**src/rtl/stream_multiply.sv**
```systemverilog
// Streaming signed fixed-point multiplier: x*y (or x*x in square mode), dequantised by 2^QUANT_BITS,
// credit-controlled output buffer. Define MULT_SATURATE_EN to clamp results and expose sat_flag.
module stream_multiply #(
    parameter int DATA_SIZE   = 32,
    parameter int QUANT_BITS  = 10,
    parameter int PIPE_STAGES = 2,
    parameter int OBUF_DEPTH  = 8
) (
    input  logic                 clock,
    input  logic                 reset,
    input  logic                 square_mode,
    input  logic [DATA_SIZE-1:0] x_dout,
    input  logic                 x_empty,
    output logic                 x_rd_en,
    input  logic [DATA_SIZE-1:0] y_dout,
    input  logic                 y_empty,
    output logic                 y_rd_en,
    output logic [DATA_SIZE-1:0] z_din,
    output logic                 z_wr_en,
    input  logic                 z_full,
`ifdef MULT_SATURATE_EN
    output logic                 sat_flag,
`endif
    output logic                 busy
);

    localparam int PW    = 2 * DATA_SIZE;
    localparam int PTR_W = $clog2(OBUF_DEPTH);
    localparam int CNT_W = $clog2(OBUF_DEPTH + 1);

    localparam logic [CNT_W:0]  CREDIT_LIMIT = (CNT_W + 1)'(OBUF_DEPTH);
    localparam logic [PW-1:0]   ROUND_BIAS   = {{(PW - QUANT_BITS){1'b0}}, {QUANT_BITS{1'b1}}};
`ifdef MULT_SATURATE_EN
    localparam logic signed [PW-1:0] SAT_MAX = {{(DATA_SIZE + 1){1'b0}}, {(DATA_SIZE - 1){1'b1}}};
    localparam logic signed [PW-1:0] SAT_MIN = {{(DATA_SIZE + 1){1'b1}}, {(DATA_SIZE - 1){1'b0}}};
`endif

    logic                   issue;
    logic [CNT_W:0]         credit_used;
    logic [DATA_SIZE-1:0]   op_b;
    logic signed [PW-1:0]   op_a_ext;
    logic signed [PW-1:0]   op_b_ext;
    logic signed [PW-1:0]   stage_in [PIPE_STAGES];

    logic [PIPE_STAGES-1:0] valid_q;
    logic [PIPE_STAGES-1:0] valid_d;
    logic [DATA_SIZE-1:0]   res_q;
`ifdef MULT_SATURATE_EN
    logic                   res_clamp;
    logic                   sat_q;
    logic                   sat_d;
`endif

    logic [DATA_SIZE-1:0]   obuf_mem [OBUF_DEPTH];
    logic [PTR_W-1:0]       wr_ptr_q;
    logic [PTR_W-1:0]       wr_ptr_d;
    logic [PTR_W-1:0]       rd_ptr_q;
    logic [PTR_W-1:0]       rd_ptr_d;
    logic [CNT_W-1:0]       obuf_count_q;
    logic [CNT_W-1:0]       obuf_count_d;
    logic [CNT_W-1:0]       inflight_q;
    logic [CNT_W-1:0]       inflight_d;
    logic                   pipe_exit;
    logic                   obuf_wr;
    logic                   obuf_rd;

    // Every issued sample holds a credit until it leaves the buffer, so the pipeline never stalls.
    assign credit_used = {1'b0, inflight_q} + {1'b0, obuf_count_q};
    assign issue       = reset && !x_empty && (square_mode || !y_empty) && (credit_used < CREDIT_LIMIT);
    assign x_rd_en     = issue;
    assign y_rd_en     = issue && !square_mode;

    assign op_b        = square_mode ? x_dout : y_dout;
    assign op_a_ext    = {{DATA_SIZE{x_dout[DATA_SIZE-1]}}, x_dout};
    assign op_b_ext    = {{DATA_SIZE{op_b[DATA_SIZE-1]}}, op_b};
    assign stage_in[0] = op_a_ext * op_b_ext;

    genvar gi;
    generate
        for (gi = 0; gi < PIPE_STAGES; gi++) begin : g_stage
            if (gi == 0) begin : g_valid_first
                assign valid_d[gi] = issue;
            end else begin : g_valid_next
                assign valid_d[gi] = valid_q[gi-1];
            end

            if (gi == PIPE_STAGES - 1) begin : g_last
                logic [PW-1:0]        bias_sel;
                logic signed [PW-1:0] adj;
                logic [DATA_SIZE-1:0] res_d;
`ifdef MULT_SATURATE_EN
                logic signed [PW-1:0] wide;
`endif
                // Biasing negatives by 2^Q-1 makes the arithmetic shift truncate toward zero.
                always_comb begin
                    bias_sel = stage_in[gi][PW-1] ? ROUND_BIAS : '0;
                    adj      = stage_in[gi] + $signed(bias_sel);
`ifdef MULT_SATURATE_EN
                    wide      = adj >>> QUANT_BITS;
                    res_clamp = 1'b0;
                    res_d     = wide[DATA_SIZE-1:0];
                    if (wide > SAT_MAX) begin
                        res_clamp = 1'b1;
                        res_d     = SAT_MAX[DATA_SIZE-1:0];
                    end else if (wide < SAT_MIN) begin
                        res_clamp = 1'b1;
                        res_d     = SAT_MIN[DATA_SIZE-1:0];
                    end
`else
                    res_d    = DATA_SIZE'(adj >>> QUANT_BITS);
`endif
                end

                always_ff @(posedge clock) begin
                    if (valid_d[gi]) begin
                        res_q <= res_d;
                    end
                end
            end else begin : g_mid
                logic signed [PW-1:0] prod_q;

                always_ff @(posedge clock) begin
                    if (valid_d[gi]) begin
                        prod_q <= stage_in[gi];
                    end
                end
                assign stage_in[gi+1] = prod_q;
            end
        end
    endgenerate

    assign pipe_exit = valid_q[PIPE_STAGES-1];
    assign obuf_wr   = pipe_exit;
    assign obuf_rd   = (obuf_count_q != '0) && !z_full;

    always_ff @(posedge clock) begin
        if (obuf_wr) begin
            obuf_mem[wr_ptr_q] <= res_q;
        end
    end

    always_comb begin
        wr_ptr_d     = wr_ptr_q;
        rd_ptr_d     = rd_ptr_q;
        obuf_count_d = obuf_count_q;
        inflight_d   = inflight_q;
        if (obuf_wr) begin
            wr_ptr_d = wr_ptr_q + 1'b1;
        end
        if (obuf_rd) begin
            rd_ptr_d = rd_ptr_q + 1'b1;
        end
        case ({obuf_wr, obuf_rd})
            2'b10:   obuf_count_d = obuf_count_q + 1'b1;
            2'b01:   obuf_count_d = obuf_count_q - 1'b1;
            default: obuf_count_d = obuf_count_q;
        endcase
        case ({issue, pipe_exit})
            2'b10:   inflight_d = inflight_q + 1'b1;
            2'b01:   inflight_d = inflight_q - 1'b1;
            default: inflight_d = inflight_q;
        endcase
    end

`ifdef MULT_SATURATE_EN
    assign sat_d    = sat_q || (valid_d[PIPE_STAGES-1] && res_clamp);
    assign sat_flag = sat_q;
`endif

    always_ff @(posedge clock or negedge reset) begin
        if (!reset) begin
            valid_q      <= '0;
            wr_ptr_q     <= '0;
            rd_ptr_q     <= '0;
            obuf_count_q <= '0;
            inflight_q   <= '0;
`ifdef MULT_SATURATE_EN
            sat_q        <= 1'b0;
`endif
        end else begin
            valid_q      <= valid_d;
            wr_ptr_q     <= wr_ptr_d;
            rd_ptr_q     <= rd_ptr_d;
            obuf_count_q <= obuf_count_d;
            inflight_q   <= inflight_d;
`ifdef MULT_SATURATE_EN
            sat_q        <= sat_d;
`endif
        end
    end

    assign z_wr_en = obuf_rd;
    assign z_din   = (obuf_count_q != '0) ? obuf_mem[rd_ptr_q] : '0;
    assign busy    = (inflight_q != '0) || (obuf_count_q != '0);

endmodule

```
**config.mk**
```make
export PLATFORM = sky130hd
export DESIGN_NAME = stream_multiply
export DESIGN_NICKNAME = d
export VERILOG_FILES = /design/src/rtl/stream_multiply.sv
export SDC_FILE = /design/constraint.sdc
export NUM_CORES = 2
export LEC_CHECK = 0
export ABC_AREA = 1
export BUFFER_PORTS_ARGS = -buffer_cell sky130_fd_sc_hd__buf_4
export CORE_ASPECT_RATIO = 0.75
export CORE_MARGIN = 4
export CORE_UTILIZATION = 45
export CTS_CLUSTER_SIZE = 24
export DETAILED_ROUTE_END_ITERATION = 7
export PLACE_DENSITY = 0.68
export SYNTH_ARGS = -nofsm -noshare
export SYNTH_HDL_FRONTEND = slang
export SYNTH_SLANG_ARGS = --single-unit
```
**constraint.sdc**
```tcl
create_clock -name clock -period 7.3 [get_ports clock]
set_input_delay 1.095 -clock clock [delete_from_list [all_inputs] [get_ports clock]]
set_output_delay 1.095 -clock clock [all_outputs]
set_load 0.005 [all_outputs]
```
Word level (Yosys, flattened, before mapping):

Memories as Yosys holds them, arrays and structs flattened.
Index checks and enable logic that the tools add are counted.

* latch bits: 0
* memory bits (writable): 256
* memories kept: 1
* register bits after elaboration: 112
* memory bits (read-only): 0

* equality and inequality tests: 4
* mux-type cells: 7
* multiply operators: 1
* reductions and logical operators: 15
* div/mod/pow operators: 0
* shifts and indexed selects: 0
* add/sub/neg operators: 8
* bitwise logic cells: 0
* magnitude comparators: 1

Memory list
* obuf_mem: depth 8, bits a word 32, rd ports 1, clocked after memory_dff 0, write ports 1, RTL line 54 `logic [DATA_SIZE-1:0] obuf_mem [OBUF_DEPTH];`

Operators with widths (count)
* 32-bit by 32-bit multiplier with 64-bit output: 1
* 32-bit two-way mux: 2
* 42-bit by 11-bit adder with 42-bit output: 1
* 4-bit case mux with 2 select lines: 2
* 10-bit two-way mux: 1
* 4-bit by 1-bit adder with 4-bit output (second input constant): 2
* 4-bit nonzero test: 2
* 4-bit by 1-bit subtractor with 4-bit output (second input constant): 2
* 3-bit by 1-bit adder with 3-bit output (second input constant): 2
* 4-bit by 4-bit adder with 5-bit output: 1
* 1-bit logical AND: 5
* 5-bit by 4-bit < comparator with 1-bit output (second input constant): 1
* 2-bit by 1-bit == test with 1-bit output (second input constant): 2
* 2-bit == test (second input constant): 2
* 1-bit zero test: 4
* 2-bit nonzero test: 2
* 1-bit logical OR: 2
* 1-bit two-way mux: 2

Logic depth before layout (Yosys ltp):

* word-level depth: 6
* gate-level depth with buffers: 37

Least setup slack after synthesis:

No wires, ideal clock.

* path kind: in2reg
* start point: in square_mode
* end point: reg g_stage[0].g_mid.prod_q[63], data pin
* data required time: 7047 ps
* cell stages on the path: 29
* library setup time: 253 ps
* path buffers: 2
* setup slack: -958 ps
* data arrival time: 8005 ps
* cell sequence: buf_2 > buf_4 > o21a_1 > inv_1 > nor2_1 > fa_1 > inv_1 > fa_1 > inv_1 > fa_1 > fa_1 > inv_1 > fa_1 > inv_1 > fa_1 > inv_1 > fa_1 > fa_1 > inv_1 > ha_1 > nand2_1 > inv_1 > nand3_1 > nor3_1 > nand2_1 > nor3_1 > a21oi_1 > nand2_1 > nand2_1

RTL lines
* start, declared: RTL line 11 `input logic square_mode,`
* end signal, assigned: RTL line 124 `prod_q <= stage_in[gi];`
* end, declared: RTL line 120 `logic signed [PW-1:0] prod_q;`

==> impl_metrics.csv <==
group,metric,value,unit
logic_synthesis,synth_top_area_cell,"fa_1",
floorplanning,row_count,106,
critical_path,reg2reg_to,"inflight_q[3]$_DFFE_PN0P_",
critical_path,slowest_stage,"fa_1",
clock_network,cts_sinks,347,
min_path,hp-class,"input port to async pin",
cells_and_area,fin_nets,7298,
placement,gp_congestion,1.02,
critical_path,crit_path_end_kind,"flop",
grt,grt_pass1_wl,255,mm
clock_network,numCtsBuffers,31,
critical_path,crit_arrival,7.93,ns
timing,finClkSkew,0.0348,ns
clock_network,clk_latency,0.58,ns
flow_run,drv_cap,0,
detailed_routing,drt-vias-per-instance,5.31,
logic_synthesis,ys.flop_type,"edfxtp_1",
critical_path,crit_top_cell,"fa_1",
timing,setup_slack,-0.304,ns
logic_synthesis,ys_seq_area_share,20.3,%
logic_synthesis,synth_top_cell_area_share,42.7,%
detailed_routing,drcViolationCount,0,
logic_synthesis,synth_cell_types,48,
placement,numPortBuffers,105,
grt,gr-total-overflow,0,
logic_synthesis,syn_nets,6871,
grt,grt_max_degree,73,
cells_and_area,postLayoutCoreUtil,53.3,%
status,violations,"negative setup slack",
detailed_routing,wl,167,mm
critical_path,cp_top_family,"adder cells",
critical_path,r2r_setup_slack,3.96,ns
critical_path,critPathMaxStageDelay,0.58,ns
logic_synthesis,synthCells,5513,
logic_synthesis,synth_edf_count,331,
logic_synthesis,ys_ff_latch,347,
timing,fin_crit_sh,104,%
logic_synthesis,synth_area_leaders,"fa_1 43%, edfxtp_1 20%, inv_1 9.3%, nand2_1 7.1%, nor2_1 5.6%",
clock_network,cts_tree,"done",
cells_and_area,finalInstanceArea,59600,sq um
detailed_routing,ant_nets,0,
cells_and_area,drive_above_1_share,18.3,%
timing,slew_viol_final,0,
critical_path,start_kind,"input port",
clock_network,cts-htree-levels,1,
placement,hpwl,136,mm
timing,slew_headroom,44.2,%
cells_and_area,areaGrowthSynthToFinish,17.2,%
floorplanning,initial_core_util,45.5,%
placement,dpl-instance-area,57000,sq um
floorplanning,die-width,396,um
floorplanning,core,112000,sq um
grt,grt_pass1_vias,41300,
detailed_routing,post_drt_wl_per_cell,22.3,um
logic_synthesis,yosysWarnings,0,
critical_path,crit_fanout,5,
timing,setup_violations,22,
status,status,"complete, but fails checks",
critical_path,cp_num_buf_inv,11,
critical_path,r2r_cells,15,
timing,fin_hold_ws,0.386,ns
grt,antenna_found_initial,1,
timing,fin_crit,7.60,ns
critical_path,required,7.63,ns
floorplanning,num_io_pins,106,
clock_network,cts_buffer_depth,3,
grt,track_usage,28.5,%
detailed_routing,vias,39700,
floorplanning,dieHeight,299,um
critical_path,r2r_start,"obuf_count_q[3]$_DFFE_PN0P_",
clock_network,cts.clk_slew.worst_paths,0.06,ns
critical_path,critPathKind,"input port to flop",
logic_synthesis,async_reset_ff_share,4.61,%
timing,worstMarginPinSlew,0.837,ns
floorplanning,die_area,119000,sq um
detailed_routing,first_iter_violations,4432,
timing,hold_violations,0,
timing,rsz0062_at_grt,"true",
logic_synthesis,avgSynthCellArea,9.23,sq um
detailed_routing,firstDrtPassIters,6,
clock_network,ctsRootBufferMaster,"clkbuf_16",
logic_synthesis,syn_area,50900,sq um
timing,max_freq,132,MHz
-- per-layer routing --
metal  vias to the layer above  routed length, um  track usage (%)
met5                         -                  7                0
met4                         2               5060             6.78
met3                       314              26000             11.2
met2                      2390              66200             39.0
met1                     19900              69400             42.3
li1                      17100                  -                -
-- registers in the layout (all words and copies together) (netlist names) --
signal                cells
obuf_mem                256
g_stage.g_mid.prod_q     43
res_q                    32
inflight_q                4
obuf_count_q              4
rd_ptr_q                  3
wr_ptr_q                  3
valid_q                   2
-- cell usage after synthesis, types with 4 or more instances --
master	number
inv_1	1261
o22ai_1	32
edfxtp_1	331
xnor2_1	20
inv_2	20
a31oi_1	32
nand2_1	965
nand3_1	56
buf_4	13
nor4_1	5
nor3_1	14
clkbuf_1	117
a21oi_2	4
ha_1	204
a21o_1	6
nor3_2	9
a21oi_1	76
o21bai_1	15
xor2_1	45
buf_2	110
nand3_2	8
nor2_1	764
fa_1	1084
clkinv_1	5
nor2_2	16
o21ai_0	183
dfrtp_1	16
nor2_4	4
nand4_1	17
nand2_2	20
o21a_1	29
o21ai_1	9
-- layout make-up --
cell class | instances | area [sq um]
Clock buffer | 38 | 802
Timing Repair Buffer | 639 | 5570
Clock inverter | 19 | 223
Tap cell | 1512 | 1890
Antenna cell | 2 | 5.00
Sequential cell | 347 | 10300
Fill cell | 9851 | 52200
Inverter | 1286 | 4880
Multi-Input combinational cell | 3635 | 35900
-- per-stage QoR --
stage	worst slack [ns]	instances	TNS (ns)
after floorplan	-0.697	5513	-1.58
after global placement	-1.22	7373	-25.93
after detailed placement	-1.25	7373	-26.57
after CTS	-0.155	7451	-1.13
after global routing	-0.426	7476	-6.73
final	-0.304	7478	-3.59
-- worst max-delay path by stage --
| stage | startpoint | to | slack [ns] | cells past startpoint |
|---|---|---|---|---|
| 3_3_place_gp | square_mode | g_stage[0].g_mid.prod_q[63]$_DFFE_PP_ | -1.22 | 31 |
| 4_1_cts | square_mode | g_stage[0].g_mid.prod_q[63]$_DFFE_PP_ | -0.16 | 30 |
| 5_1_grt | square_mode | g_stage[0].g_mid.prod_q[63]$_DFFE_PP_ | -0.43 | 32 |
| 3_5_place_dp | square_mode | g_stage[0].g_mid.prod_q[63]$_DFFE_PP_ | -1.25 | 31 |
| 2_1_floorplan | square_mode | g_stage[0].g_mid.prod_q[63]$_DFFE_PP_ | -0.70 | 29 |
| 6_report | square_mode | g_stage[0].g_mid.prod_q[39]$_DFFE_PP_ | -0.30 | 31 |
-- cell families (layout without fill, tap and decap cells) --
| kind of cell | count (synthesis) | after routing | synth area share, % |
|---|---|---|---|
| AO/OA/AOI/OAI | 392 | 392 | 4.36 |
| buffers and inverters | 1531 | 1982 | 11.7 |
| flip-flops | 347 | 347 | 20.3 |
| adder cells (fa/ha/maj) | 1288 | 1288 | 47.7 |
| AND/OR/NAND/NOR | 1890 | 1890 | 14.8 |
| XOR/XNOR | 65 | 65 | 1.12 |
| other | 0 | 2 | 0 |
-- what timing repair did --
item	4_1_cts	5_1_grt
hold buffers	0	0
setup buffers	22	22
cloned	1	3
gates resized for setup	180	189
pin swaps	69	78
setup endpoints to repair	26	27
-- cells in the final DEF (no fill, tap or decap), types with 14 or more instances in the layout --
cell	count
inv_1	1194
fa_1	1044
nand2_1	916
nor2_1	694
buf_4	562
edfxtp_1	331
ha_1	180
o21ai_0	176
inv_2	72
nor2_2	56
nand2_2	54
nand3_1	50
a21oi_1	45
xor2_1	44
buf_12	44
fa_2	40
nor2_4	34
clkbuf_16	34
o22ai_1	32
a31oi_1	32
a21oi_2	26
o21a_1	22
ha_4	22
buf_6	22
xnor2_1	18
nand4_1	17
nand2_4	15
dfrtp_1	14
Power is left out: the tool's default activity adds up to more than one toggle a clock period on the data nets, which glitch-free logic cannot reach.
